`src/rtl/hazard_issue_scheduler_if.sv`:
```
// Handshake bundle between decode, the hazard issue scheduler and execute.
// ISSUE_REORDER_STATS_EN adds the reorder/issue statistics counters.
interface hazard_issue_scheduler_if #(
    parameter int IW = 32,
    parameter int BS = 16
) ();
    localparam int IDXW = $clog2(BS);
    localparam int CW   = IDXW + 1;

    logic            in_valid;
    logic            in_ready;
    logic [IW-1:0]   in_instr;
    logic            in_regwrite;
    logic            in_alusrc;
    logic            out_valid;
    logic            out_ready;
    logic [IW-1:0]   out_instr;
    logic [IDXW-1:0] out_index;
    logic [CW-1:0]   count;
    logic            draining;
`ifdef ISSUE_REORDER_STATS_EN
    logic [31:0]     reorder_cnt;
    logic [31:0]     issue_cnt;
`endif

    modport slave (
        input  in_valid, in_instr, in_regwrite, in_alusrc, out_ready,
        output in_ready, out_valid, out_instr, out_index, count, draining
`ifdef ISSUE_REORDER_STATS_EN
        , output reorder_cnt, issue_cnt
`endif
    );

    modport master (
        output in_valid, in_instr, in_regwrite, in_alusrc, out_ready,
        input  in_ready, out_valid, out_instr, out_index, count, draining
`ifdef ISSUE_REORDER_STATS_EN
        , input reorder_cnt, issue_cnt
`endif
    );
endinterface

```
`src/rtl/hazard_issue_scheduler.sv`:
```
// Fills a BS-entry window in program order, then issues the oldest hazard-free entry each cycle.
// Optional macro ISSUE_REORDER_STATS_EN adds saturating reorder_cnt / issue_cnt outputs.
module hazard_issue_scheduler #(
    parameter int IW     = 32,
    parameter int BS     = 16,
    parameter int REGNUM = 32
) (
    input  logic                   clk,
    input  logic                   rst,
    hazard_issue_scheduler_if.slave bus
);
    localparam int IDXW = $clog2(BS);
    localparam int CW   = IDXW + 1;
    localparam int RW   = $clog2(REGNUM);

    typedef enum logic {S_FILL, S_DRAIN} state_t;

    state_t            state_q, state_d;
    logic [IDXW-1:0]   wr_ptr_q, wr_ptr_d;
    logic [CW-1:0]     count_q, count_d;
    logic [BS-1:0]     valid_q, valid_d;

    logic [IW-1:0]     instr_q [BS];
    logic [RW-1:0]     rd_q    [BS];
    logic [RW-1:0]     rs1_q   [BS];
    logic [RW-1:0]     rs2_q   [BS];
    logic [BS-1:0]     wr_q;
    logic [BS-1:0]     use2_q;

    logic              store_en;
    logic              flush;
    logic              issue_en;
    logic [BS-1:0]     blocked;
    logic [BS-1:0]     eligible;
    logic              sel_found;
    logic [IDXW-1:0]   sel_idx;
    logic [IDXW-1:0]   oldest_idx;

    // Older entry i against younger entry j; x0 never forms a hazard.
    function automatic logic hazard(
        input logic          wr_i,
        input logic [RW-1:0] rd_i,
        input logic [RW-1:0] rs1_i,
        input logic [RW-1:0] rs2_i,
        input logic          use2_i,
        input logic          wr_j,
        input logic [RW-1:0] rd_j,
        input logic [RW-1:0] rs1_j,
        input logic [RW-1:0] rs2_j,
        input logic          use2_j
    );
        logic raw, waw, war;
        raw = wr_i && (rd_i != '0) && ((rd_i == rs1_j) || (use2_j && (rd_i == rs2_j)));
        waw = wr_i && wr_j && (rd_i == rd_j) && (rd_i != '0);
        war = wr_j && (rd_j != '0) && ((rd_j == rs1_i) || (use2_i && (rd_j == rs2_i)));
        return raw || waw || war;
    endfunction

    always_comb begin
        blocked = '0;
        for (int j = 0; j < BS; j++) begin
            for (int i = 0; i < j; i++) begin
                if (valid_q[i] && hazard(wr_q[i], rd_q[i], rs1_q[i], rs2_q[i], use2_q[i],
                                         wr_q[j], rd_q[j], rs1_q[j], rs2_q[j], use2_q[j]))
                    blocked[j] = 1'b1;
            end
        end
        eligible = valid_q & ~blocked;
    end

    // Downward scans leave the lowest matching index in the result.
    always_comb begin
        sel_found  = 1'b0;
        sel_idx    = '0;
        oldest_idx = '0;
        for (int k = BS - 1; k >= 0; k--) begin
            if (eligible[k]) begin
                sel_found = 1'b1;
                sel_idx   = IDXW'(k);
            end
            if (valid_q[k])
                oldest_idx = IDXW'(k);
        end
    end

    assign store_en = (state_q == S_FILL) && bus.in_valid && (bus.in_instr != '0);
    assign flush    = (state_q == S_FILL) && bus.in_valid && (bus.in_instr == '0);
    assign issue_en = (state_q == S_DRAIN) && sel_found && bus.out_ready;

    assign bus.in_ready  = (state_q == S_FILL);
    assign bus.draining  = (state_q == S_DRAIN);
    assign bus.out_valid = (state_q == S_DRAIN) && sel_found;
    assign bus.out_instr = bus.out_valid ? instr_q[sel_idx] : '0;
    assign bus.out_index = bus.out_valid ? sel_idx : '0;
    assign bus.count     = count_q;

    always_comb begin
        state_d  = state_q;
        wr_ptr_d = wr_ptr_q;
        count_d  = count_q;
        valid_d  = valid_q;
        case (state_q)
            S_FILL: begin
                if (store_en) begin
                    valid_d[wr_ptr_q] = 1'b1;
                    wr_ptr_d          = wr_ptr_q + 1'b1;
                    count_d           = count_q + 1'b1;
                    if (count_q == CW'(BS - 1))
                        state_d = S_DRAIN;
                end else if (flush && (count_q != '0)) begin
                    state_d = S_DRAIN;
                end
            end
            S_DRAIN: begin
                if (issue_en) begin
                    valid_d[sel_idx] = 1'b0;
                    count_d          = count_q - 1'b1;
                    if (count_q == CW'(1)) begin
                        state_d  = S_FILL;
                        wr_ptr_d = '0;
                    end
                end
            end
            default: state_d = S_FILL;
        endcase
    end

    always_ff @(posedge clk or posedge rst) begin
        if (rst) begin
            state_q  <= S_FILL;
            wr_ptr_q <= '0;
            count_q  <= '0;
            valid_q  <= '0;
        end else begin
            state_q  <= state_d;
            wr_ptr_q <= wr_ptr_d;
            count_q  <= count_d;
            valid_q  <= valid_d;
        end
    end

    // Payload is qualified by valid_q, so it carries no reset.
    always_ff @(posedge clk) begin
        if (store_en) begin
            instr_q[wr_ptr_q] <= bus.in_instr;
            rd_q[wr_ptr_q]    <= bus.in_instr[7 +: RW];
            rs1_q[wr_ptr_q]   <= bus.in_instr[15 +: RW];
            rs2_q[wr_ptr_q]   <= bus.in_instr[20 +: RW];
            wr_q[wr_ptr_q]    <= bus.in_regwrite;
            use2_q[wr_ptr_q]  <= ~bus.in_alusrc;
        end
    end

`ifdef ISSUE_REORDER_STATS_EN
    logic [31:0] issue_cnt_q, issue_cnt_d;
    logic [31:0] reorder_cnt_q, reorder_cnt_d;

    function automatic logic [31:0] sat_inc(input logic [31:0] v);
        return (&v) ? v : v + 32'd1;
    endfunction

    always_comb begin
        issue_cnt_d   = issue_cnt_q;
        reorder_cnt_d = reorder_cnt_q;
        if (issue_en) begin
            issue_cnt_d = sat_inc(issue_cnt_q);
            if (sel_idx != oldest_idx)
                reorder_cnt_d = sat_inc(reorder_cnt_q);
        end
    end

    always_ff @(posedge clk or posedge rst) begin
        if (rst) begin
            issue_cnt_q   <= '0;
            reorder_cnt_q <= '0;
        end else begin
            issue_cnt_q   <= issue_cnt_d;
            reorder_cnt_q <= reorder_cnt_d;
        end
    end

    assign bus.issue_cnt   = issue_cnt_q;
    assign bus.reorder_cnt = reorder_cnt_q;
`else
    logic unused_oldest;
    assign unused_oldest = ^oldest_idx;
`endif

endmodule

```
`src/flat_wrapper.sv`:
```
// flat-port wrapper written by rule: the top's interface ports become plain ports
module hazard_issue_scheduler_flat 
#(
    parameter int IW     = 32,
    parameter int BS     = 16,
    parameter int REGNUM = 32
)
  (clk, rst, bus_in_valid, bus_in_instr, bus_in_regwrite, bus_in_alusrc, bus_out_ready, bus_in_ready, bus_out_valid, bus_out_instr, bus_out_index, bus_count, bus_draining);
  hazard_issue_scheduler_if #(.IW(IW), .BS(BS)) bus_i ();
  input  logic clk;
  input  logic rst;
  input wire logic [$bits(bus_i.in_valid)-1:0] bus_in_valid;
  input wire logic [$bits(bus_i.in_instr)-1:0] bus_in_instr;
  input wire logic [$bits(bus_i.in_regwrite)-1:0] bus_in_regwrite;
  input wire logic [$bits(bus_i.in_alusrc)-1:0] bus_in_alusrc;
  input wire logic [$bits(bus_i.out_ready)-1:0] bus_out_ready;
  output wire logic [$bits(bus_i.in_ready)-1:0] bus_in_ready;
  output wire logic [$bits(bus_i.out_valid)-1:0] bus_out_valid;
  output wire logic [$bits(bus_i.out_instr)-1:0] bus_out_instr;
  output wire logic [$bits(bus_i.out_index)-1:0] bus_out_index;
  output wire logic [$bits(bus_i.count)-1:0] bus_count;
  output wire logic [$bits(bus_i.draining)-1:0] bus_draining;
  assign bus_i.in_valid = bus_in_valid;
  assign bus_i.in_instr = bus_in_instr;
  assign bus_i.in_regwrite = bus_in_regwrite;
  assign bus_i.in_alusrc = bus_in_alusrc;
  assign bus_i.out_ready = bus_out_ready;
  assign bus_in_ready = bus_i.in_ready;
  assign bus_out_valid = bus_i.out_valid;
  assign bus_out_instr = bus_i.out_instr;
  assign bus_out_index = bus_i.out_index;
  assign bus_count = bus_i.count;
  assign bus_draining = bus_i.draining;
  hazard_issue_scheduler #(.IW(IW), .BS(BS), .REGNUM(REGNUM)) u_core (.clk(clk), .rst(rst), .bus(bus_i));
endmodule
```
`config.mk`:
```
export PLATFORM = sky130hd
export DESIGN_NAME = hazard_issue_scheduler_flat
export DESIGN_NICKNAME = d
export VERILOG_FILES = /design/src/rtl/hazard_issue_scheduler_if.sv /design/src/rtl/hazard_issue_scheduler.sv /design/src/flat_wrapper.sv
export SDC_FILE = /design/constraint.sdc
export NUM_CORES = 2
export LEC_CHECK = 0
export BUFFER_PORTS_ARGS = -buffer_cell sky130_fd_sc_hd__buf_2
export CAP_MARGIN = 15
export CORE_ASPECT_RATIO = 1.25
export CORE_MARGIN = 3
export CORE_UTILIZATION = 40
export DETAILED_ROUTE_END_ITERATION = 16
export GPL_TIMING_DRIVEN = 0
export PLACE_DENSITY = 0.58
export SYNTH_ARGS = -nofsm -noshare
export SYNTH_HDL_FRONTEND = slang
export SYNTH_SLANG_ARGS = --single-unit
```
`constraint.sdc`:
```
create_clock -name clk -period 9.45 [get_ports clk]
set_input_delay 0.4725 -clock clk [delete_from_list [all_inputs] [get_ports clk]]
set_output_delay 0.4725 -clock clk [all_outputs]
set_load 0.02 [all_outputs]
```
==> results.yml <==
cts:
  cts.clk_slew.worst_paths_ns: 0.06
  cts_sinks: 570
  cts_tree: "done"
  cts-root-buf: "clkbuf_16"
  clk_path_buf_depth: 3
  numCtsBuffers: 66
  clock_latency_ns: 0.76
  cts-htree-levels: 3
  cts_setup_buffers: 0
yosys:
  synth_async_sr_flop_share_pct: 4.56
  synth_cell_types: 91
  synth_most_common_cell: "xor2_1"
  avgSynthCellArea_um2: 9.16
  yosysTopAreaCell: "xor2_1"
  seq_area_frac_synth_pct: 27.8
  syn_nets: 6726
  synth_top_area_share_pct: 29.5
  syn_area_um2: 61200
  yosys-top-cells-count: "xor2_1, xnor2_1, edfxtp_1"
  ys_ff_latch: 570
  synth.area.top_cells: "xor2_1, edfxtp_1, xnor2_1"
  synth_warnings: 0
  synth_enable_flop_cells: 544
  synthCells: 6679
  synth_top_flop_cell: "edfxtp_1"
sta:
  relSlewSlack_pct: 7.59
  fin_ws_ns: -0.391
  fin_worst_skew_ns: 0.0648
  finalHoldViolCount: 0
  whs_ns: 0.112
  min_period_ns: 9.84
  max_freq_mhz: 102
  min_period_over_period_pct: 104
  tightest_slew_ns: 1.39
  final-setup-viol-count: 7
  rsz0062_at_grt: "false"
  slew_violations: 0
worst_setup_path:
  critPathSlowestCell: "nor4_1"
  worstPathMaxFanout: 10
  critical_path_required_ns: 8.98
  critPathKind: "reg2out"
  worst_path_largest_cell_delay_ns: 1.03
  cpMostUsedCell: "buf_2"
  critical-path-top-delay-family: "buffers and inverters"
  critical_path_arrival_ns: 9.37
  worst-path-buf-inv: 7
  cp_cell_sequence: "buf_4 -> buf_4 -> buf_2 -> buf_2 -> xor2_1 -> nor4_1 -> nand3_1 -> a31oi_1 -> nor3_1 -> buf_4 -> nand4_1 -> a211oi_1 -> o21ai_1 -> a21o_1 -> buf_2 -> o2bb2ai_1 -> a211o_1 -> nor4_1 -> buf_2"
  crit_path_end_kind: "output pin"
  start_kind: "flip-flop"
flow_run:
  max-cap-violations: 0
floorplanning:
  die_area_um2: 158000
  core.rowCount: 159
  initial_core_util_pct: 40.5
  die_h_um: 443
  die_w_um: 356
  io_pins: 82
  core-area_um2: 151000
global_route:
  gr-usage-all-layers_pct: 57.0
  grt_pass1_wl_mm: 592
  grt-ovfl-total: 0
  grt_antenna_before_repair: 54
  grt_pass1_vias: 57395
  grt_max_degree: 36
route:
  drt-total-wl_mm: 468
  final_antenna_net_count: 0
  drc_errors: 0
  dr.pass1.iters: 10
  num_vias: 64811
  wl_per_cell_um: 51.8
  drt_iter0_drc: 12786
  vias_per_cell: 7.18
final_layout:
  syn_to_final_growth_pct: 11.1
  final_nets: 6955
  drive_above_1_share_pct: 13.7
  fillCellCount: 14822
run_status:
  violations: "setup timing"
  status: "complete, but fails checks"
power_and_ir_drop:
  peakVddDrop_mv: 0.318
  total_leakage_power_uw: 0.0241
  power_density_nw_per_um2: 189
placed_design:
  place_congestion: 1.12
  dp_slack_ns: 0.912
  portBuffers: 81
  hpwl_mm: 324
min_path:
  hold_class: "in2reg"
==> through the flow <==
stage / setup TNS, ns / std cells / util (%) / instance area, um2 / total power (uW)
floorplan: 0 / 6679 / - / 61200 / 6410
global placement: -7.41 / 8772 / 42.4 / 64100 / 9340
detailed placement: 0 / 8842 / 43.3 / 65300 / 9490
CTS: 0 / 8960 / 44.8 / 67600 / 12300
global route: 0 / 8985 / 44.9 / 67800 / 12800
finish: -1.63 / 9025 / 45.0 / 67900 / 12800
==> layout by cell type, fill, tap and decap left out, types with 33 or more instances in the layout <==
cell       Yosys  routed
buf_1         57      44
nor3_1       254     254
inv_1         50      49
edfxtp_1     544     544
o21ai_0       96      92
and3_1        66      66
buf_2        465     562
clkbuf_1     181     188
xnor2_1      919     919
nand2_1       59      59
nand3_1      492     492
clkbuf_16      0      66
nor2_1       104     104
a21oi_1       43      43
diode_2        0      56
buf_8          0      33
buf_4        125     132
nor4_1       401     398
o22ai_1       76      76
xor2_1      2062    2062
o31ai_1       35      35
a31oi_1      139     139
==> power breakdown <==
group	leakage [uW]	total, uW	switching [uW]	internal (uW)
Combinational	0.0178	6860	5100	1760
Sequential	0.00522	3150	193	2960
Clock	0.00108	2820	1310	1510
Total	0.0241	12800	6600	6230
==> per-layer routing <==
metal  vias to the layer above  GRT usage, %  share of wire (%)
met5                         -         0.862              0.089
met1                     31807          66.0                 35
met2                      6990          76.0                 38
met4                        44          48.0                 11
met3                      2431          30.2                 16
li1                      23539             -                  -
==> state kept, by name (all words and copies together), names as in the netlist <==
register / cells
u_core.instr_q: 512
u_core.use2_q: 16
u_core.valid_q: 16
u_core.wr_q: 16
u_core.bus.count: 5
u_core.wr_ptr_q: 4
u_core.bus.draining: 1
==> cells by family after synthesis <==
logic type	Yosys count	share of synthesized area, %
XOR/XNOR	2981	42.7
AND/OR/NAND/NOR	1516	13.6
buffers and inverters	894	7.35
AO/OA/AOI/OAI	690	8.12
flip-flops	570	27.8
multiplexers	19	0.331
adder cells (fa/ha/maj)	9	0.184
==> worst paths after layout <==
check	from	to	slack (ns)	cells past startpoint
worst min-delay path	bus_in_valid	u_core.bus.draining	0.11	3
max in group asynchronous	rst	u_core.valid_q[2]	8.51	4
min in group asynchronous	rst	u_core.bus.count[0]	0.38	3
worst max-delay path	u_core.instr_q[3][8]	bus_out_instr[7]	-0.39	19
worst min register to register	u_core.wr_ptr_q[3]	u_core.wr_ptr_q[3]	0.62	2
worst max register to register	u_core.instr_q[11][7]	u_core.valid_q[12]	1.31	17
==> what timing repair did <==
action                                  CTS  global route
endpoints found under the hold margin    11             0
gates resized for setup                   0             6
hold buffers                              1             0
endpoints found under the setup margin    0            10
==> layout make-up <==
type / count / area (um2) / share of cell area [%]
Antenna cell: 56 / 140 / 0.206
Buffer: 840 / 4320 / 6.36
Clock buffer: 79 / 1730 / 2.55
Clock inverter: 38 / 526 / 0.774
Inverter: 54 / 203 / 0.298
Multi-Input combinational cell: 5215 / 39800 / 58.6
Sequential cell: 570 / 17000 / 25.0
Tap cell: 2012 / 2520 / 3.71
Timing Repair Buffer: 161 / 1730 / 2.55
==> worst register-to-register path, cell delays in order, from the launching register on <==
cell and delay (ns):
edfxtp_1 0.31, clkbuf_1 0.11, buf_2 0.46, buf_2 0.91
buf_2 0.74, xor2_1 0.26, nor4_1 0.08, nand3_1 0.08
a31oi_1 0.09, nor4_1 0.87, o2111ai_1 0.84, nand4_1 0.59
o31ai_4 0.25, inv_2 0.37, buf_2 0.45, nand2_1 0.37
nor3_1 1.05, a2bb2oi_1 0.18
Power figures use the tool's default switching activity.
